==> src/rtl/hash_sched_pkg.sv <==
// Shared types and defaults for the hash round sequencer.
package hash_sched_pkg;

    localparam int ROUNDS_DEF     = 64;
    localparam int CNT_W_DEF      = 6;
    localparam int NONCE_W_DEF    = 32;
    localparam int PIPE_DEPTH_DEF = 2;
    localparam int CNT_IDLE_DEF   = ROUNDS_DEF - 1;

    typedef enum logic [2:0] {
        IDLE,
        LOAD,
        RUN,
        DRAIN,
        CHECK,
        DONE
    } state_e;

    // The counter parks on the last round index whenever it is not running.
    function automatic int cnt_idle(input int rounds);
        return rounds - 1;
    endfunction

endpackage

==> src/rtl/round_delay.sv <==
// Resettable shift chain that aligns the round counter with the datapath latency.
module round_delay #(
    parameter int              CNT_W      = 6,
    parameter int              PIPE_DEPTH = 2,
    parameter logic [CNT_W-1:0] IDLE_VAL  = '1
) (
    input  logic             clk,
    input  logic             reset_L,
    input  logic             en,
    input  logic [CNT_W-1:0] din,
    output logic [CNT_W-1:0] dout
);

    logic [PIPE_DEPTH-1:0][CNT_W-1:0] stage;

    always_ff @(posedge clk or negedge reset_L) begin
        if (!reset_L) begin
            stage <= {PIPE_DEPTH{IDLE_VAL}};
        end else if (en) begin
            stage[0] <= din;
            for (int i = 1; i < PIPE_DEPTH; i++)
                stage[i] <= stage[i-1];
        end
    end

    assign dout = stage[PIPE_DEPTH-1];

endmodule

==> src/rtl/hash_round_sched.sv <==
// Round sequencer and nonce sweeper for the hash compression datapath.
// Optional RUN/DRAIN stall input enabled by defining HASH_ROUND_SCHED_STALL_EN.
module hash_round_sched
    import hash_sched_pkg::*;
#(
    parameter int ROUNDS     = ROUNDS_DEF,
    parameter int CNT_W      = CNT_W_DEF,
    parameter int NONCE_W    = NONCE_W_DEF,
    parameter int PIPE_DEPTH = PIPE_DEPTH_DEF
) (
    input  logic               clk,
    input  logic               reset_L,
    input  logic               start,
    input  logic               abort,
`ifdef HASH_ROUND_SCHED_STALL_EN
    input  logic               stall,
`endif
    input  logic [NONCE_W-1:0] nonce_start,
    input  logic [NONCE_W-1:0] nonce_end,
    input  logic               hit,
    output logic               busy,
    output logic               load,
    output logic [CNT_W-1:0]   counter,
    output logic [CNT_W-1:0]   counter_2d,
    output logic [NONCE_W-1:0] nonce,
    output logic               done,
    output logic               found
);

    localparam logic [CNT_W-1:0] CNT_LAST = CNT_W'(cnt_idle(ROUNDS));
    localparam int               DRN_W    = (PIPE_DEPTH > 1) ? $clog2(PIPE_DEPTH) : 1;
    localparam logic [DRN_W-1:0] DRN_LAST = DRN_W'(PIPE_DEPTH - 1);

    state_e             state, state_nx;
    logic [CNT_W-1:0]   cnt_q;
    logic [DRN_W-1:0]   drn_q;
    logic [NONCE_W-1:0] nonce_q, last_q;
    logic               found_q;
    logic               frz;

    // Abort wins over stall so a frozen sweep can still be cancelled.
`ifdef HASH_ROUND_SCHED_STALL_EN
    assign frz = stall && !abort && (state == RUN || state == DRAIN);
`else
    assign frz = 1'b0;
`endif

    always_ff @(posedge clk or negedge reset_L) begin
        if (!reset_L) state <= IDLE;
        else          state <= state_nx;
    end

    always_comb begin
        state_nx = state;
        if (abort) begin
            state_nx = IDLE;
        end else if (!frz) begin
            case (state)
                IDLE:    if (start) state_nx = LOAD;
                LOAD:    state_nx = RUN;
                RUN:     if (cnt_q == CNT_LAST) state_nx = DRAIN;
                DRAIN:   if (drn_q == DRN_LAST) state_nx = CHECK;
                CHECK:   state_nx = (hit || nonce_q == last_q) ? DONE : LOAD;
                DONE:    state_nx = IDLE;
                default: state_nx = IDLE;
            endcase
        end
    end

    always_ff @(posedge clk or negedge reset_L) begin
        if (!reset_L) begin
            cnt_q   <= CNT_LAST;
            drn_q   <= '0;
            nonce_q <= '0;
            last_q  <= '0;
            found_q <= 1'b0;
        end else if (abort) begin
            cnt_q <= CNT_LAST;
            drn_q <= '0;
            if (state != IDLE) found_q <= 1'b0;
        end else if (!frz) begin
            if (state == LOAD)
                cnt_q <= '0;
            else if (state == RUN && cnt_q != CNT_LAST)
                cnt_q <= cnt_q + CNT_W'(1);
            else
                cnt_q <= CNT_LAST;

            drn_q <= (state == DRAIN) ? drn_q + DRN_W'(1) : '0;

            if (state == IDLE && start) begin
                nonce_q <= nonce_start;
                last_q  <= nonce_end;
                found_q <= 1'b0;
            end else if (state == CHECK) begin
                if (hit)                   found_q <= 1'b1;
                else if (nonce_q != last_q) nonce_q <= nonce_q + NONCE_W'(1);
            end
        end
    end

    round_delay #(
        .CNT_W      (CNT_W),
        .PIPE_DEPTH (PIPE_DEPTH),
        .IDLE_VAL   (CNT_LAST)
    ) u_delay (
        .clk     (clk),
        .reset_L (reset_L),
        .en      (!frz),
        .din     (cnt_q),
        .dout    (counter_2d)
    );

    assign busy    = (state != IDLE);
    assign load    = (state == LOAD);
    assign done    = (state == DONE);
    assign counter = cnt_q;
    assign nonce   = nonce_q;
    assign found   = found_q;

endmodule

==> config.mk <==
export PLATFORM = sky130hd
export DESIGN_NAME = hash_round_sched
export DESIGN_NICKNAME = d
export VERILOG_FILES = /design/src/rtl/hash_sched_pkg.sv /design/src/rtl/round_delay.sv /design/src/rtl/hash_round_sched.sv
export SDC_FILE = /design/constraint.sdc
export NUM_CORES = 1
export LEC_CHECK = 0
export ABC_CLOCK_PERIOD_IN_PS = 2200
export CAP_MARGIN = 20
export CORE_UTILIZATION = 50
export DETAILED_ROUTE_END_ITERATION = 8
export PLACE_DENSITY = 0.81
export SYNTH_ARGS = -nofsm -noshare
export SYNTH_HDL_FRONTEND = slang
export SYNTH_SLANG_ARGS = --single-unit
==> constraint.sdc <==
create_clock -name clk -period 2.2 [get_ports clk]
set_input_delay 0.44 -clock clk [delete_from_list [all_inputs] [get_ports clk]]
set_output_delay 0.44 -clock clk [all_outputs]
set_load 0.02 [all_outputs]
==> run_results.csv, run 1 <==
group,metric,value,unit
timing,final_max_slew_viol_count,0,
timing,fmax,454,MHz
route,drt-initial-drc-count,561,
clock_tree,cts_tree,"built",
timing,timing.final.crit_share,1.00,
power_and_ir_drop,p_int,0.00498,W
worst_setup_path,critPathKind,"flop to flop",
route,drc,0,
route,dr_total_vias,4740,
clock_tree,worst_setup_hold_path_clk_slew,110,ps
clock_tree,clock-root-buffer,"clkbuf_8",
logic_synthesis,synth_cell_types,59,
clock_tree,cts_buffer_depth,2,
layout,layout_commonest_cell,"nand2_1",
die,core_area,9240,um2
power_and_ir_drop,leakagePower,2.99,nW
clock_tree,cts_made_buffers,9,
timing,slew_headroom,0.565,
timing,timing.final.ws_setup,-1.56,ps
grt,grt-ovfl-total,0,
route,routedWlPerCell,18.4,um
place,port-buffer-count,116,
place,gp_congestion,0.957,
grt,grt_usage,0.305,
route,vias_per_cell,5.79,
logic_synthesis,syn-cell-area,4750,um2
layout,layout_common_cells,"nand2_1 (122), clkdlybuf4s50_1 (112), dfrtp_1 (66)",
timing,finalHoldViolCount,0,
die,die_y,99.5,um
route,drt-total-wl,15000,um
logic_synthesis,synth_nets,599,
layout,fillers,663,
logic_synthesis,synth-seq-cells,87,
layout,antennaDiodeCount,0,
power_and_ir_drop,pwr-share-seq,0.338,
die,die_area,9900,um2
die,num_rows,35,
layout,area_growth,41.3,%
run_status,violations,"setup timing",
timing,rsz0062_at_grt,"yes",
timing,min_period,2200,ps
layout,drive_above_1_share,0.199,
logic_synthesis,yosysTopAreaCell,"dfrtp_1",
grt,grt_max_degree,41,
place,hpwl,10700,um
layout,layout.nets,755,
route,ant_nets,0,
grt,grt_pass1_vias,4500,
worst_setup_path,cp_max_fo,5,
worst_setup_path,required,2470,ps
timing,setup_viol,1,
worst_setup_path,critPathLaunchType,"flop",
logic_synthesis,synthFlopType,"dfrtp_1",
die,start_util,0.515,
die,die_width,99.5,um
worst_setup_path,cp-end-kind,"flop",
die,top_level_ports,117,
logic_synthesis,ys_async_sr_fraction,1.00,
place,dp_slack,-76.3,ps
clock_tree,clock_latency,380,ps
power_and_ir_drop,ir_worst_vdd,612,uV
logic_synthesis,synth_area_leaders,"dfrtp_1 (36%), dfstp_2 (9.9%), nand2_1 (9.7%)",
power_and_ir_drop,switchingPower,0.00390,W
run_status,status,"finished, violations left",
worst_setup_path,worstPathArrival,2470,ps
power_and_ir_drop,p_sw_frac,0.439,
logic_synthesis,ys_warn_count,0,
job,drv_cap,0,
logic_synthesis,synth_edf_count,0,
grt,grt_antenna_before_repair,0,
power_and_ir_drop,power.share.combinational,0.536,
worst_hold_path,hold_path.class,"flop to flop",
timing,skew,17.5,ps
route,firstDrtPassIters,6,
grt,grt_pass1_wl,23000,um
timing,worst_pin_slew,650,ps
logic_synthesis,yosysTopAreaCellShare,0.363,
timing,hold_slack,351,ps
power_and_ir_drop,p_per_area,1320,nW/um2
power_and_ir_drop,pwr-share-clk,0.126,
logic_synthesis,synthCells,528,
logic_synthesis,synth-seq-area-share,0.463,
clock_tree,clkSinkCount,87,
logic_synthesis,avgSynthCellArea,9.00,um2
clock_tree,htreeDepth,3,
[final timing paths]
check	startpoint	endpoint	slack, ps	cells past startpoint
worst min register to register	u_delay.stage[1]	u_delay.dout[1]	350	0
max in group asynchronous	reset_L	counter[5]	1000	3
worst max register to register	nonce[11]	nonce[20]	-2	9
worst max-delay path	nonce[11]	nonce[20]	-2	9
min in group asynchronous	reset_L	nonce[2]	520	2
worst min-delay path	u_delay.stage[1]	u_delay.dout[1]	350	0
[worst max-delay path, cell delays in order, from the launching register on]
cell and delay (ps):
dfrtp_1 440, xor2_1 200, nor4_4 300, nand4_1 190, buf_4 190, o21ai_4 220, buf_6 160, buf_6 110
a21oi_1 70, o22a_1 200
[layer usage]
| layer | up-vias | wire length (um) | track usage |
|---|---|---|---|
| met1 | 2262 | 6140 | 0.410 |
| met5 | - | 0 | 0 |
| met3 | 44 | 1380 | 0.0759 |
| met2 | 267 | 7020 | 0.471 |
| met4 | 0 | 497 | 0.135 |
| li1 | 2167 | - | - |
[kinds of logic (layout without fill, tap and decap cells)]
group | Yosys count | after routing | synth area share
xor gates and xnor gates | 36 | 36 | 0.0663
muxes | 3 | 3 | 0.00658
DFF | 87 | 87 | 0.463
buffers and inverters | 48 | 208 | 0.0560
AOI/OAI and AO/OA | 99 | 100 | 0.139
and+or+nand+nor | 253 | 253 | 0.264
adders and majority gates | 2 | 2 | 0.00526
[synthesized netlist by cell type (6+ instances only)]
library cell,n
nand4_1,8
a21o_1,7
clkbuf_1,20
nor4_2,6
dfrtp_1,69
nand2_1,123
buf_4,10
nand3_1,22
o21ai_0,14
a31oi_1,12
and3_1,14
xor2_1,33
nor3_1,18
buf_2,8
a21oi_1,24
nor2_1,31
a311oi_1,6
dfstp_2,18
[area by class of cell]
type                    instances  area [um2]  share of cell area
well taps                     129         161              0.0240
clock buffers                   9         124              0.0184
inverters                       4        15.0             0.00223
multi-input cells             394        2360               0.352
clock inverters                 7        71.3              0.0106
flip-flops and latches         87        2200               0.328
repair buffers                188        1780               0.265
[registers in the layout (all words and copies together) (netlist names)]
| signal | flops |
|---|---|
| counter | 6 |
| drn_q | 1 |
| found | 1 |
| last_q | 32 |
| nonce | 32 |
| state | 3 |
| u_delay.dout | 6 |
| u_delay.stage | 6 |
[power by group through the flow]
stage	registers [W]	clock network, W	logic [W]
after floorplan	0.00330	0	0.00227
after global placement	0.00296	0	0.00448
after detailed placement	0.00299	0	0.00460
after CTS	0.00298	0.00113	0.00464
after global routing	0.00307	0.00121	0.00508
final	0.00300	0.00112	0.00476
[repair_timing]
action                                 CTS  global route
resized for setup                        6            19
setup buffers                            0             5
endpoints found under the hold margin   20             0
setup endpoints to repair               13            22
hold buffers                             1             0
cloned                                   0             1
pin swaps                                1            16
[per-stage QoR]
stage | setup TNS (ps) | instances | cell area [um2] | util | total power (W)
5_1_grt | -232 | 818 | 6720 | 0.727 | 0.00935
3_5_place_dp | -288 | 795 | 6380 | 0.691 | 0.00759
3_3_place_gp | -26.9 | 795 | 6380 | 0.691 | 0.00744
6_report | -1.56 | 818 | 6720 | 0.727 | 0.00888
4_1_cts | -154 | 812 | 6600 | 0.714 | 0.00874
2_1_floorplan | 0 | 528 | 4750 | - | 0.00557
No activity file was read; power rests on OpenSTA's default activity.
==> run 2, diff against run 1 <==
- ABC_CLOCK_PERIOD_IN_PS: 2200 -> 2100
- clock period: 2.2 -> 2.1 ns (I/O delays scaled with it)
==> run 2 against run 1 <==
The run still ends with setup timing left. Global-route usage rose by 1.5 points. Count of clock-buffer cells in the layout did not move. Clock power rose by 4%. Flip-flop and latch count did not move. Highest routed layer unchanged. Die area did not move. Non-clock buffer count rose by 15. Critical endpoint is now nonce[19].
==> run_results.csv, run 2 (synthesis gave the netlist of run 1 again) <==
group,metric,value,unit
worst_setup_path,critPathLaunchType,"flop",
route,ant_nets,0,
die,die_width,99.5,um
power_and_ir_drop,ir_worst_vdd,770,uV
layout,layout_common_cells,"nand2_1 (121), clkdlybuf4s50_1 (112), buf_4 (72)",
die,die_y,99.5,um
die,num_rows,35,
power_and_ir_drop,power,0.00965,W
worst_setup_path,crit_slowest_cell,"dfrtp_2",
job,drv_cap,0,
route,drc,0,
worst_setup_path,worstPathArrival,2390,ps
worst_setup_path,cp-end-kind,"flop",
run_status,status,"finished, violations left",
grt,grt_max_degree,41,
route,drt-initial-drc-count,400,
timing,rsz0062_at_grt,"yes",
layout,fin_cells,832,
clock_tree,cts_buffer_depth,2,
worst_setup_path,critPathTopFamily,"simple AND/OR/NAND/NOR gates",
worst_setup_path,critical_path_buf_inv_count,3,
worst_setup_path,r2r_slack,-40,ps
worst_setup_path,critPathKind,"flop to flop",
grt,grt_pass1_wl,24000,um
route,vias_per_cell,5.74,
run_status,violations,"setup timing",
worst_setup_path,cp_max_fo,6,
clock_tree,cts_tree,"built",
timing,skew,15.0,ps
timing,finalHoldViolCount,0,
power_and_ir_drop,p_per_area,1370,nW/um2
route,firstDrtPassIters,5,
timing,hold_slack,51.1,ps
timing,timing.final.ws_setup,-36.5,ps
clock_tree,clkSinkCount,87,
timing,min_period,2140,ps
layout,drive_above_1_share,0.263,
place,hpwl,11100,um
worst_setup_path,cpMostUsedCell,"buf_6",
place,dp_slack,-136,ps
grt,grt-ovfl-total,0,
place,gp_congestion,0.996,
layout,layout_commonest_cell,"nand2_1",
worst_setup_path,required,2350,ps
clock_tree,clock-root-buffer,"clkbuf_8",
die,top_level_ports,117,
die,die_area,9900,um2
worst_setup_path,worstPathCellList,"xor2_2, nor4_4, nand4_1, buf_6, o21ai_4, buf_6, buf_12, a21oi_2, o22a_1",
grt,grt_pass1_vias,4528,
layout,antennaDiodeCount,0,
power_and_ir_drop,leakagePower,3.10,nW
route,drt-total-wl,15300,um
grt,grt_antenna_before_repair,0,
die,core_area,9240,um2
clock_tree,clock_latency,370,ps
clock_tree,cts_made_buffers,9,
timing,timing.final.crit_share,1.02,
place,dp.cells,807,
place,port-buffer-count,116,
grt,grt_usage,0.320,
route,routedWlPerCell,18.4,um
route,dr_total_vias,4772,
clock_tree,worst_setup_hold_path_clk_slew,100,ps
timing,setup_viol,7,
timing,slew_headroom,0.521,
layout,area_growth,47.9,%
timing,worst_pin_slew,714,ps
layout,layout.nets,769,
worst_setup_path,worst_path_largest_cell_delay,460,ps
layout,final_util,0.761,
die,start_util,0.515,
timing,final_max_slew_viol_count,0,
timing,fmax,468,MHz
worst_hold_path,hold_path.class,"input port to asynchronous set/reset pin",
clock_tree,htreeDepth,3,
-- run 2: changes by cell type in the layout (fill, tap and decap cells not counted), sizes merged --
cell,delta
clkinv,-1
inv,+1
buf,+16
o2111a,-1
dlygate4sd3,-1
-- run 2: worst register-to-register path, stage by stage, from the launching register on --
cell and delay, ps:
dfrtp_2 460, xor2_2 180, nor4_4 330, nand4_1 150
buf_6 150, o21ai_4 240, buf_6 190, buf_12 120
a21oi_2 50, o22a_1 180
-- run 2: final cells by class --
| type | count | area (um2) |
|---|---|---|
| inverters | 4 | 15.0 |
| well taps | 129 | 161 |
| clock inverters | 7 | 71.3 |
| clock buffers | 9 | 124 |
| repair buffers | 203 | 1920 |
| flip-flops and latches | 87 | 2210 |
| fillers | 676 | 2210 |
| multi-input cells | 393 | 2530 |
-- run 2: path summary, 6_finish.rpt --
kind | from | to | depth (start not counted)
hold / removal | reset_L | nonce[5] | 1
hold reg to reg | u_delay.stage[0] | u_delay.dout[0] | 0
min in group clk | u_delay.stage[0] | u_delay.dout[0] | 0
max in group asynchronous | reset_L | u_delay.stage[3] | 2
setup / recovery | nonce[10] | nonce[19] | 9
setup reg to reg | nonce[10] | nonce[19] | 9
-- run 2: repair_timing --
item                       4_1_cts  5_1_grt
setup buffers                    3        6
hold buffers                     0        0
setup endpoints to repair       33       42
resized for setup               32       32
pin swaps                       17       22
-- run 2: per-stage QoR --
step           setup TNS, ps  instance area (um2)
5_1_grt                -2080                 7030
6_report                -121                 7030
4_1_cts                 -240                 6840
3_3_place_gp            -683                 6490
3_5_place_dp           -1290                 6490
2_1_floorplan              0                 4760
-- run 2: power by group --
group	leakage [nW]	switching, W	internal (W)
logic	1.99	0.00289	0.00244
registers	1.01	0.000641	0.00251
clock network	0.103	0.000698	0.000469
total	3.10	0.00423	0.00542
-- run 2: layer usage --
metal  global-route usage  wire, um  vias up
met4                0.106       405        0
met1                0.452      6480     2302
met5                    0         0        -
li1                     -         -     2190
met3               0.0541      1300       35
met2                0.505      7100      245
